===== src/rtl/l1_l2_request_arbiter.sv =====
// l1_l2_request_arbiter
//
// Purpose: arbitrates the instruction cache (client 0) and the data cache
// (client 1) onto the single shared L2 request port. A client keeps the grant
// for as long as it holds its valid high. The address, type and write data of
// the granted client are muxed to L2. Fulfilled and read data are returned to
// the granted client only. A lock counter bounds how long one client may hold
// the grant while the other one is waiting.
//
// Ports:
//   clk, reset        clock, synchronous active-high reset
//   ic_req_*          icache request (valid/type/address) and its response
//                     (fulfilled/rdata)
//   dc_req_*          dcache request (valid/type/address/wdata) and its
//                     response (fulfilled/rdata)
//   l2_req_*          request to L2 (valid/type/address/wdata) and the L2
//                     response (fulfilled/rdata)
//   protocol_error    sticky flag: L2 signalled fulfilled with no request
//                     outstanding

package l1_l2_arb_pkg;
   typedef enum logic [1:0] {
      LOAD       = 2'b00,
      STORE      = 2'b01,
      MO_UNKNOWN = 2'b11
   } memory_operation_e;

   typedef enum logic [1:0] {
      ST_IDLE     = 2'b00,
      ST_GRANT_IC = 2'b01,
      ST_GRANT_DC = 2'b10
   } arb_state_e;
endpackage

module l1_l2_request_arbiter
   import l1_l2_arb_pkg::*;
#(
   parameter int XLEN     = 32,
   parameter int LOCK_MAX = 64
) (
   input  logic              clk,
   input  logic              reset,
   input  logic              ic_req_valid,
   input  memory_operation_e ic_req_type,
   input  logic [XLEN-1:0]   ic_req_address,
   output logic              ic_req_fulfilled,
   output logic [XLEN-1:0]   ic_req_rdata,
   input  logic              dc_req_valid,
   input  memory_operation_e dc_req_type,
   input  logic [XLEN-1:0]   dc_req_address,
   input  logic [XLEN-1:0]   dc_req_wdata,
   output logic              dc_req_fulfilled,
   output logic [XLEN-1:0]   dc_req_rdata,
   output logic              l2_req_valid,
   output memory_operation_e l2_req_type,
   output logic [XLEN-1:0]   l2_req_address,
   output logic [XLEN-1:0]   l2_req_wdata,
   input  logic              l2_req_fulfilled,
   input  logic [XLEN-1:0]   l2_req_rdata,
   output logic              protocol_error
);

   // The counter has to be able to hold LOCK_MAX itself, because it saturates there.
   localparam int CW = (LOCK_MAX < 1) ? 1 : $clog2(LOCK_MAX + 1);
   localparam logic [CW-1:0] LOCK_LIMIT = CW'(LOCK_MAX);

   arb_state_e    state, next_state;
   logic          last_grant;    // 1 = dcache held the most recent grant
   logic [CW-1:0] lock_cnt;
   logic          other_valid;   // the client that is not granted is waiting
   logic          lock_expired;
   logic          grant_entry;

   assign lock_expired = (LOCK_MAX != 0) && (lock_cnt == LOCK_LIMIT);
   assign grant_entry  = (next_state != state) && (next_state != ST_IDLE);

   always_comb begin
      other_valid = 1'b0;
      if (state == ST_GRANT_IC) other_valid = dc_req_valid;
      if (state == ST_GRANT_DC) other_valid = ic_req_valid;
   end

   // State register
   // NOTE: sequential state uses non-blocking assignments only, so every
   // flop samples the values that were present before the clock edge.
   always_ff @(posedge clk) begin
      if (reset) state <= ST_IDLE;
      else       state <= next_state;
   end

   // Grant history, lock counter and sticky error flag
   always_ff @(posedge clk) begin
      if (reset) begin
         last_grant     <= 1'b1;   // dcache, so the icache wins the first tie
         lock_cnt       <= '0;
         protocol_error <= 1'b0;
      end else begin
         if (grant_entry) begin
            last_grant <= (next_state == ST_GRANT_DC);
            lock_cnt   <= '0;
         end else if (other_valid && (lock_cnt != LOCK_LIMIT)) begin
            lock_cnt <= lock_cnt + CW'(1);
         end
         if (l2_req_fulfilled && !l2_req_valid) protocol_error <= 1'b1;
      end
   end

   // Next-state logic. A forced rotation happens only on a fulfilled beat, so
   // a beat that is in flight is never abandoned.
   // NOTE: next_state gets a default before the case statement, so no path
   // leaves it unassigned and no latch is inferred.
   always_comb begin
      next_state = state;
      case (state)
         ST_IDLE: begin
            if (ic_req_valid && (!dc_req_valid || last_grant)) next_state = ST_GRANT_IC;
            else if (dc_req_valid)                             next_state = ST_GRANT_DC;
         end
         ST_GRANT_IC: begin
            if (!ic_req_valid)
               next_state = dc_req_valid ? ST_GRANT_DC : ST_IDLE;
            else if (lock_expired && l2_req_fulfilled && dc_req_valid)
               next_state = ST_GRANT_DC;
         end
         ST_GRANT_DC: begin
            if (!dc_req_valid)
               next_state = ic_req_valid ? ST_GRANT_IC : ST_IDLE;
            else if (lock_expired && l2_req_fulfilled && ic_req_valid)
               next_state = ST_GRANT_IC;
         end
         default: next_state = ST_IDLE;
      endcase
   end

   // Output logic. While reset is asserted every output is held at its idle
   // value, so no beat can reach a client during the reset cycle. A fulfilled
   // pulse with no request outstanding is never forwarded to a client.
   always_comb begin
      l2_req_valid     = 1'b0;
      l2_req_type      = LOAD;
      l2_req_address   = '0;
      l2_req_wdata     = '0;
      ic_req_fulfilled = 1'b0;
      ic_req_rdata     = '0;
      dc_req_fulfilled = 1'b0;
      dc_req_rdata     = '0;
      if (!reset) begin
         case (state)
            ST_IDLE: ;
            ST_GRANT_IC: begin
               l2_req_valid     = ic_req_valid;
               l2_req_type      = ic_req_type;
               l2_req_address   = ic_req_address;
               ic_req_fulfilled = l2_req_fulfilled & ic_req_valid;
               ic_req_rdata     = l2_req_rdata;
            end
            ST_GRANT_DC: begin
               l2_req_valid     = dc_req_valid;
               l2_req_type      = dc_req_type;
               l2_req_address   = dc_req_address;
               l2_req_wdata     = dc_req_wdata;
               dc_req_fulfilled = l2_req_fulfilled & dc_req_valid;
               dc_req_rdata     = l2_req_rdata;
            end
            default: begin
               l2_req_valid     = 1'bx;
               l2_req_type      = MO_UNKNOWN;
               l2_req_address   = 'x;
               l2_req_wdata     = 'x;
               ic_req_fulfilled = 1'bx;
               ic_req_rdata     = 'x;
               dc_req_fulfilled = 1'bx;
               dc_req_rdata     = 'x;
            end
         endcase
      end
   end

endmodule


===== config.mk =====
export PLATFORM = sky130hd
export DESIGN_NAME = l1_l2_request_arbiter
export DESIGN_NICKNAME = d
export VERILOG_FILES = /design/src/rtl/l1_l2_request_arbiter.sv
export SDC_FILE = /design/constraint.sdc
export NUM_CORES = 1
export LEC_CHECK = 0
export CORE_AREA = 2 2 105 107
export DETAILED_ROUTE_END_ITERATION = 10
export DIE_AREA = 0 0 107 109
export PLACE_DENSITY_LB_ADDON = 0.1
export SLEW_MARGIN = 20
export SYNTH_ARGS = -nofsm -noshare
export SYNTH_HDL_FRONTEND = slang
export SYNTH_SLANG_ARGS = --single-unit

===== constraint.sdc =====
create_clock -name clk -period 2.9 [get_ports clk]
set_clock_uncertainty 0.15 [all_clocks]
set_input_delay 0.29 -clock clk [delete_from_list [all_inputs] [get_ports clk]]
set_output_delay 0.29 -clock clk [all_outputs]
set_load 0.005 [all_outputs]

# == Word-level counts from Yosys, hierarchy flattened ==
# Cells that the tools add are included.
# word_totals
regBits,11
inputBits,137
wordCells,55
# op_classes
addsub,1
eq_ne,6
n_mux,27
n_bitwise,2
n_reduce_logical,15
# ops
operator,count
32-bit case mux with 2 select lines,3
32-bit two-way mux,4
32-bit case mux with 3 select lines,1
2-bit two-way mux,8
2-bit case mux with 3 select lines,2
"7-bit by 1-bit adder with 7-bit output, second input constant",1
"7-bit equality test, second input constant",1
1-bit logical AND,7
"7-bit inequality test, second input constant",1
1-bit two-way mux,6
2-bit OR reduction,3
"2-bit equality test, second input constant",2
1-bit case mux with 2 select lines,2
1-bit case mux with 3 select lines,1
1-bit bitwise AND,2
"2-bit by 1-bit equality test with 1-bit output, second input constant",1
1-bit logical NOT,2
2-bit logical NOT,1
2-bit inequality test,1
2-bit nonzero test,1
1-bit logical OR,1

# == Depth between registers and ports, before layout ==
# logic_depth
word_depth,9
mapped_depth,8

# == Worst setup path before layout ==
# Ideal clock, no wire load.
# synth_path
path_type,register to register
start,register state[1]
end,register last_grant
arrival_ns,1.958
setup_slack_ns,0.665
path_stages_with_launch,9
cell_sequence,dfxtp_1 > inv_1 > ha_1 > clkbuf_1 > nor3b_1 > a32o_1 > nor2_1 > o211a_1 > or3_1
# synth_between
elab_chain_len,5
# synth_lines
item,line,source
"start, declared",67,"arb_state_e state, next_state;"
"start signal, assigned",88,else state <= next_state;
2-bit two-way mux (on tied branches),"128, 117, 122",
2-bit two-way mux (on tied branches),"126, 116, 120",
2-bit case mux with 3 select lines,114,case (state)
2-bit inequality test / 2-bit nonzero test (equally long branches),75,assign grant_entry = (next_state != state) && (next_state != ST_IDLE);
1-bit logical AND,75,
"end signal, assigned",99,last_grant <= (next_state == ST_GRANT_DC);
"end, declared",68,logic last_grant;
# Parallel ways exist; a longest one is shown, timed or not.
# A chain may end at the register's enable or synchronous reset.

# == Worst setup path after layout ==
# layout_path
start,register state[0]
end,output l2_req_address[30]
# layout_between
elab_chain_len,3
# layout_lines
item,line,source
2-bit equality test (tied with other cells),148,case (state)
32-bit case mux with 3 select lines (*),148,
32-bit two-way mux (*),147,if (!reset) begin
"end, declared",56,"output logic [XLEN-1:0] l2_req_address,"
# Mark *: on every way between the ends. The rest lies on a longest branch, timed or not.

==> flow_summary.toml <==
[placement]
dpl.cell_count = 683
dpl-instance-area_um2 = 4826
gp_congestion = 0.8632
post-dp-hpwl_um = 9136
port_buffers = 270
dp_slack_ps = 279.0

[worst_hold_path]
min-delay-start = "protocol_error$_SDFFE_PP0P_"
hold_depth = 2
holdCritPathClass = "flop to flop"
hold_end = "protocol_error$_SDFFE_PP0P_"

[worst_setup_path]
crit_path_end_kind = "output pin"
cp-start-kind = "flop"
critPathBufInv = 4
critPathMaxStageDelay_ps = 520
reg2reg_slack_ps = 460
cp.required_ps = 2460
criticalPathCategory = "flop to output pin"
r2r_cells = 8
cp_max_fo = 22
r2r_end = "last_grant$_SDFFE_PP1P_"
slowest_stage = "clkdlybuf4s50_1"
crit_chain = "inv_1, ha_1, buf_4, buf_4, a22oi_1, nor2_1, clkdlybuf4s50_1"
r2r-start = "state[0]$_SDFF_PP0_"
critPathArrivalTime_ps = 2240
cp_common_cell = "buf_4"
critPathTopFamily = "buffers and inverters"

[floorplanning]
fp-row-count = 38
dieArea_um2 = 11660
ios = 271
die_h_um = 109
core-area_um2 = 10600
start_util_pct = 17.96
fp.dieW_um = 107

[power]
power_density_nw_per_um2 = 328.7
clkPwrFrac_pct = 9.6
power_frac_seq_pct = 11.5
p_sw_w = 0.0006191
p_sw_share_pct = 38.67
peakVddDrop_v = 0.0002654
leakagePower_nw = 1.759
power_frac_comb_pct = 78.9
p_int_w = 0.0009821

[synthesis]
async_flop_share_pct = 0
yosysTopAreaCell = "and2_1"
synthTopCellsByArea = "and2_1 (32%), a22oi_1 (13%), dfxtp_1 (12%)"
synth_top_area_share_pct = 31.87
syn_inst = 286
synth_most_common_cell = "and2_1"
synthTopCellsByCount = "and2_1 (97), nor2_1 (44), a22oi_1 (32)"
synth.distinct_cells = 42
synth_warnings = 0
synth_fp_nets = 429
ys_ff_latch = 11
synth-edff-count = 0
avgSynthCellArea_um2 = 6.658
syn-cell-area_um2 = 1904
yosys_most_used_dff = "dfxtp_1"
yosysSeqAreaShare_pct = 11.56

[sta]
tightest_slew_ps = 522.2
fmax_mhz = 373.6
grt_setup_unrepaired = "false"
setup_viol = 0
slew_violations = 0
fin_crit_ps = 2676
relSlewSlack_pct = 65.06
fin_hold_ws_ps = 332.9
min_period_over_period_pct = 92.29
fin_ws_ps = 223.7
setup_tns_ps = 0
hold_viol = 0

[global_route]
overflow = 0
gr-usage-all-layers_pct = 17.36
grt_pass1_vias = 2665
grt_pass1_wl_um = 15950
grt_max_degree = 66
antenna_found_initial = 0

[finish]
stdcell_area_um2 = 4871
drive_gt1_share_pct = 4.205
n_antenna_cell = 0
area.growth.synth_to_final_pct = 155.8
final_cells = 687
nets = 691

[clocking]
hold_buffers = 0
path_clk_slew_ps = 50
cts_tree = "done"
clk-insertion-delay-late_ps = 240
postCtsSetupBuffers = 0
cts_sinks = 11
cts_buffer_depth = 2
cts_buffers = 3
postCtsResizedCells = 0
cts_root_buffer = "clkbuf_8"
htreeDepth = 1

[flow_run]
max_cap_violations = 0

[route]
drt_iter0_drc = 201
viasPerCell = 4.306
vias = 2958
wl_um = 11160
drt_pass1_iterations = 4
ant_nets = 0
drc_errors = 0
post_drt_wl_per_cell_um = 16.24

[run_status]
outcome = "complete, no violations"
-- cells by family after synthesis --
| logic type | share of synthesized area [%] |
|---|---|
| and+or+nand+nor | 51.18 |
| xor gates and xnor gates | 2.300 |
| buffers and inverters | 6.242 |
| muxes | 1.577 |
| DFF | 11.56 |
| adders and majority gates | 3.942 |
| AOI/OAI and AO/OA | 23.19 |
-- power by group through the flow --
stage / Combinational, W / Clock, W / Sequential [W]
floorplan: 0.000565 / 0 / 0.000193
global placement: 0.00127 / 0 / 0.000187
detailed placement: 0.00127 / 0 / 0.000187
CTS: 0.00128 / 0.000158 / 0.000184
global route: 0.00138 / 0.000161 / 0.000186
finish: 0.00126 / 0.000154 / 0.000185
-- sequential cells by signal, indices dropped and copies added, names as in the netlist --
signal,count
last_grant,1
lock_cnt,7
state,2
protocol_error,1
-- area by class of cell --
type / count / area (um2)
Multi-Input combinational cell: 244 / 1578
Sequential cell: 11 / 220.2
Fill cell: 1071 / 5732
Clock buffer: 4 / 45.04
Timing Repair Buffer: 282 / 2830
Tap cell: 140 / 175.2
Inverter: 6 / 22.52
-- cells in the final DEF (no fill, tap or decap), types with 2 or more instances in the layout --
cell type / netlist / final
and3_1: 2 / 2
nor2_1: 44 / 44
clkdlybuf4s50_1: 0 / 270
o211ai_1: 2 / 2
a221oi_1: 2 / 2
and2_1: 97 / 97
clkbuf_8: 0 / 3
nand3_1: 4 / 4
buf_12: 0 / 3
a21oi_1: 6 / 6
inv_1: 6 / 6
nand4_1: 2 / 2
mux2i_1: 3 / 3
dfxtp_1: 11 / 11
ha_1: 6 / 6
a22oi_1: 32 / 32
xor2_1: 4 / 4
nand2_1: 6 / 6
nor4_1: 8 / 8
buf_4: 0 / 9
nand3b_1: 2 / 2
-- per-layer routing --
layer / part of all wire [%] / GRT usage (%) / up-vias
met5: 0 / 0 / -
li1: - / - / 1505
met1: 39 / 20.52 / 1341
met3: 6.2 / 3.048 / 4
met2: 54 / 33.44 / 108
met4: 0.42 / 2.226 / 0
-- tightest hold or removal path, delay by kind of cell, from the launching register on --
kind,cells,cell delay (ps)
flip-flops,1,320
AND/OR/NAND/NOR,2,130
-- how the worst max path moves through the flow --
stage                             start                       end  slack (ps)  cells after the start
finish              state[0]$_SDFF_PP0_        l2_req_address[30]         220                      7
global route        state[0]$_SDFF_PP0_        l2_req_address[22]          90                      7
CTS                 state[0]$_SDFF_PP0_        l2_req_address[30]         230                      7
detailed placement         ic_req_valid  lock_cnt[2]$_SDFFE_PP0P_         280                      7
global placement           ic_req_valid   last_grant$_SDFFE_PP1P_         300                      7
floorplan           state[1]$_SDFF_PP0_   last_grant$_SDFFE_PP1P_         670                      8
-- metrics by stage --
stage          utilization [%]  total power (W)
3_3_place_gp             45.52         0.001457
6_report                 45.94         0.001601
4_1_cts                  45.94         0.001619
3_5_place_dp             45.52         0.001459
2_1_floorplan                -        0.0007572
5_1_grt                  45.94         0.001723
No activity file was read; power rests on OpenSTA's default activity.
==> edit 1, RTL diff (same flow settings) <==
The parameter `LOCK_MAX` goes from 64 to 32.
--- a/src/rtl/l1_l2_request_arbiter.sv
+++ b/src/rtl/l1_l2_request_arbiter.sv
@@ -38,3 +38,3 @@
    parameter int XLEN     = 32,
-   parameter int LOCK_MAX = 64
+   parameter int LOCK_MAX = 32
 ) (
Function: no difference found for any inputs over 10 cycles, from zero or initial values and one cycle with reset high; that may be too few to reach the edited logic, so the function may still have changed.
==> edit 1 against the unedited design <==
Utilization fell by 0.26 points. Maximum frequency fell by 2.9%. Area after synthesis fell by 1.8%. Sequential share of layout area fell by 0.39 points. Die area did not move. Design area fell by 0.56%. Worst setup slack got worse by 81 ps. Routed wire length rose by 5.1%. Power fell by 21%. Sequential cell count fell by 1. Global-route usage rose by 0.83 points. Cell count fell by 1.0%. Largest power group unchanged.
==> edit 1: results (changes against the unedited design) <==
- Placed Cells: 675 (-1.2%)
- Placed inst area: 0.004786 mm2 (-0.83%)
- Predominant post-synthesis flop cell: dfxtp_1
- Global-route met2 utilization: 0.3435 (+0.009099)
- Met1 GRT Util: 0.2189 (+0.01364)
- Post-Synth Adder-Cell Area: 0.04016 (+0.0007388)
- CTS Sinks: 10 (-1)
- Bufs w/o clock: 283 (+0.35%)
- Routed wl met2: 6135 um (+1.1%)
- Compound-cell area share of the yosys netlist: 0.2376 (+0.005685)
- Number of global-route vias before repair: 2732 (+2.5%)
- Postcts setup bufs: 0 (unchanged)
- Final-layout clock-cell area share: 0.01137 (+0.002119)
- Multi-input logic area: 0.001570 mm2 (-0.48%)
- Xor-xnor portion of the synthesized cell area: 0.01874 (-0.004254)
- Inverters: 4 (-2)
- Wire per inst: 17.24 um (+6.1%)
- GPL Wtd Cong: 0.8757 (+1.4%)
- Synth top area cells: and2_1 32%, a22oi_1 13%, dfxtp_1 11%
- Max reg flops: 6 (-1)
- DR vias: 2945 (-0.44%)
- Syn nets: 420 (-2.1%)
- Total GRT Usage: 0.1819 (+0.008275)
- Buffering overhead: 0.5833 (+0.002269)
- Filler cell count in the final layout: 1077 (+0.56%)
- Mux cell area share after synthesis: 0.02276 (+0.006989)
- Share of layout cells above drive strength 1: 0.05566 (+0.01361)
- Post-synthesis sequential area ratio: 0.1071 (-0.008542)
- GR Util met3: 0.02750 (-0.002989)
- Sequential cell area share: 0.04133 (-0.003876)
- Syn Area/Cell: 6.748 um2 (+1.3%)
- Detail Placement HPWL: 9903 um (+8.4%)
- Die extent in x: 107 um (unchanged)
- Initial antenna violation count: 1 (+1)
- Post-synth top cells: 96 x and2_1, 40 x nor2_1, 33 x a22oi_1
- Max FO, Critical Path: 33 (+50%)
- First-pass GRT wire length: 16360 um (+2.6%)
- Arr. time, crit path: 2320 ps (+80 ps)
- Met3 wire length: 615 um (-11%)
- Unique masters post-synth: 41 (-2.4%)
- Leak: 1.750 nW (-0.53%)
- Worst Tran Pin Value: 589.2 ps (+67.00 ps)
- Multi-input gates: 238 (-2.5%)
- Status: finished, final reports clean
- Final wirelength: 11720 um (+5.1%)
- ANT cells: 1 (+1)
- Largest regs: lock_cnt: 6 flops, state: 2 flops
- Crit path largest cell delay: 570 ps (+50 ps)
- Largest net degree at the start of global routing: 34 (-48%)
- Initial DRC Count: 183 (-9.0%)
- Worst VDD drop: 0.0002624 V (-1.2%)
==> edit 1: changes by cell type after synthesis, moves of 2 or more <==
cell / change
a2111oi_1: +2
inv_1: -2
mux2_2: +2
nand2b_1: +2
nor2_1: -4
nor2b_1: +2
nor4_1: -2
o211ai_1: -2
==> edit 1: path summary, 6_finish.rpt <==
kind,from,end,slack (ps),depth (start not counted)
min,protocol_error,protocol_error,340,2
max reg2reg,lock_cnt[0],lock_cnt[2],480,7
min reg2reg,protocol_error,protocol_error,340,2
max,state[0],ic_req_rdata[26],140,7
==> edit 1: report_power, final <==
group          switching [mW]  total (mW)  internal (mW)
combinational           0.380       0.923          0.542
clock                  0.0551       0.174          0.119
sequential             0.0117       0.162          0.151
==> edit 1: stage by stage <==
step | setup WS (ps) | utilization
2_1_floorplan | 741.3 | -
3_3_place_gp | 303.8 | 0.4514
3_5_place_dp | 279.8 | 0.4514
4_1_cts | 146.5 | 0.4566
5_1_grt | 60.85 | 0.4566
6_report | 142.7 | 0.4568
==> edit 2, RTL diff (same flow settings) <==
Made on the original files. Add an input register stage for `dc_req_address`; this delays it by one clock. The other inputs are not delayed to match.
--- a/src/rtl/l1_l2_request_arbiter.sv
+++ b/src/rtl/l1_l2_request_arbiter.sv
@@ -65,2 +65,8 @@
    localparam logic [CW-1:0] LOCK_LIMIT = CW'(LOCK_MAX);
+
+   logic [XLEN-1:0] dc_req_address_q;
+
+   always_ff @(posedge clk) begin
+      dc_req_address_q <= dc_req_address;
+   end
 
@@ -159,3 +165,3 @@
                l2_req_type      = dc_req_type;
-               l2_req_address   = dc_req_address;
+               l2_req_address   = dc_req_address_q;
                l2_req_wdata     = dc_req_wdata;
Formal check against the unedited RTL: not equivalent (Yosys sat finds a counterexample within 4 cycles, from zero or initial values and one cycle with reset high).
==> edit 2 against the unedited design <==
Routed wire length shrank 0.65%. First-iteration DRC count shrank 41%. Largest power group unchanged. Area after synthesis grew 35%. Combinational power shrank 13%. Synthesized cell count grew 11%. Worst setup slack lost 21 ps. Design area grew 14%. Maximum frequency shrank 0.78%. Power grew 40%. Die area is the same. Global-route usage grew 0.69 points. Sequential cell count grew 32. Largest cell class unchanged. Cell count grew 4.8%. Critical path depth shrank 1.
==> edit 2: results (changes against the unedited design) <==
- Global-route met2 utilization: 0.3262 (-0.008189)
- First-pass GRT wire length: 16840 um (+5.5%)
- Clk Latency, worst-skew pair: 300 ps (+60 ps)
- Synth top area cells: dfxtp_1 34%, and2_1 23%, a22oi_1 9.6%
- DR vias: 3230 (+9.2%)
- Num sequential: 43 (+32)
- Syn nets: 460 (+7.2%)
- Area grow syn2layout: 117.1%
- Logic gate share of total power: 0.491 (-0.298)
- Filler cell count in the final layout: 1014 (-5.3%)
- Wl on met1: 4451 um (+2.3%)
- H-tree depth: 2 (+1)
- Area leader, netlist: dfxtp_1
- Status: finished, final reports clean
- Worst Hold End: dc_req_address_q[9]
- HP Class: primary input to register
- Initial DRC Count: 118 (-41%)
- Bufs w/o clock: 283 (+0.35%)
- Pre-CTS setup slack: 164.7 ps (-114.3 ps)
- Post-Synth Adder-Cell Area: 0.02923 (-0.01020)
- Detail Placement HPWL: 8842 um (-3.2%)
- Share of layout cells above drive strength 1: 0.05517 (+0.01312)
- Met1 GRT Util: 0.2083 (+0.003029)
- CTS buffer count: 5 (+2)
- Leak: 2.072 nW (+18%)
- Root buffer cell: clkbuf_8
- GPL Wtd Cong: 0.8544 (-1.0%)
- Total GRT Usage: 0.1805 (+0.006854)
- Mux cell area share after synthesis: 0.008281 (-0.007488)
- Worst VDD drop: 0.0002987 V (+13%)
- Post-synthesis sequential area ratio: 0.3351 (+0.2195)
- Power density over the cells: 401.7 mW/mm2 (+22%)
- Worst r2r dst: lock_cnt[2]
- Worst hold slack: 272.7 ps (-60.24 ps)
- Syn Area/Cell: 8.103 um2 (+22%)
- Multi-input logic portion of the cell area: 0.2847 (-0.03919)
- Relative slew slack: 0.6882 (+0.03755)
- Hold path depth: 1 (-1)
- Routed wl met2: 5650 um (-6.9%)
- Buffering overhead: 0.5050 (-0.07599)
- Placed Cells: 712 (+4.2%)
- Reg-to-reg slack, setup: 240 ps (-220 ps)
- Largest regs: dc_req_address_q: 32 flops, lock_cnt: 7 flops, state: 2 flops
- Min-delay src: dc_req_address[9]
- Multi-input gates: 240 (-1.6%)
- TritonRoute pass-1 iters: 5 (+1)
- Met3 wire length: 791 um (+14%)
- Arr. time, crit path: 2260 ps (+20 ps)
- Vias per cell: 4.486 (+4.2%)
- Wire per inst: 15.40 um (-5.2%)
- Placed inst area: 0.005459 mm2 (+13%)
- Post-synth top cells: 96 x and2_1, 43 x dfxtp_1, 38 x nor2_1
edit 2: cell types whose count changed in the layout (fill, tap and decap cells not counted), moves of 3 or more:
cell	change
nor2_1	-6
nor2b_1	+3
dfxtp_1	+31
nor4_1	-8
a2111oi_0	+6
a21oi_1	-3
nand3_1	-3
and3_1	+4
edit 2: timing repair:
action / CTS / global route
endpoints found under the setup margin: 0 / 33
buffers inserted: 0 / 0
gates resized for setup: 0 / 2
edit 2: how the worst max path moves through the flow:
stage                       end  slack [ps]  cells past startpoint
6_report       ic_req_fulfilled         200                      6
5_1_grt             lock_cnt[2]           6                      8
4_1_cts        ic_req_fulfilled          70                      6
3_5_place_dp        lock_cnt[2]         160                      6
3_3_place_gp        lock_cnt[1]         220                      6
2_1_floorplan       lock_cnt[4]         500                      8
edit 2: critical path: stages, from the launching register on:
cell             delay [ps]
dfxtp_1                 460
inv_1                   100
ha_1                    260
nor3_2                  200
buf_6                   240
and3_1                  190
clkdlybuf4s50_1         520
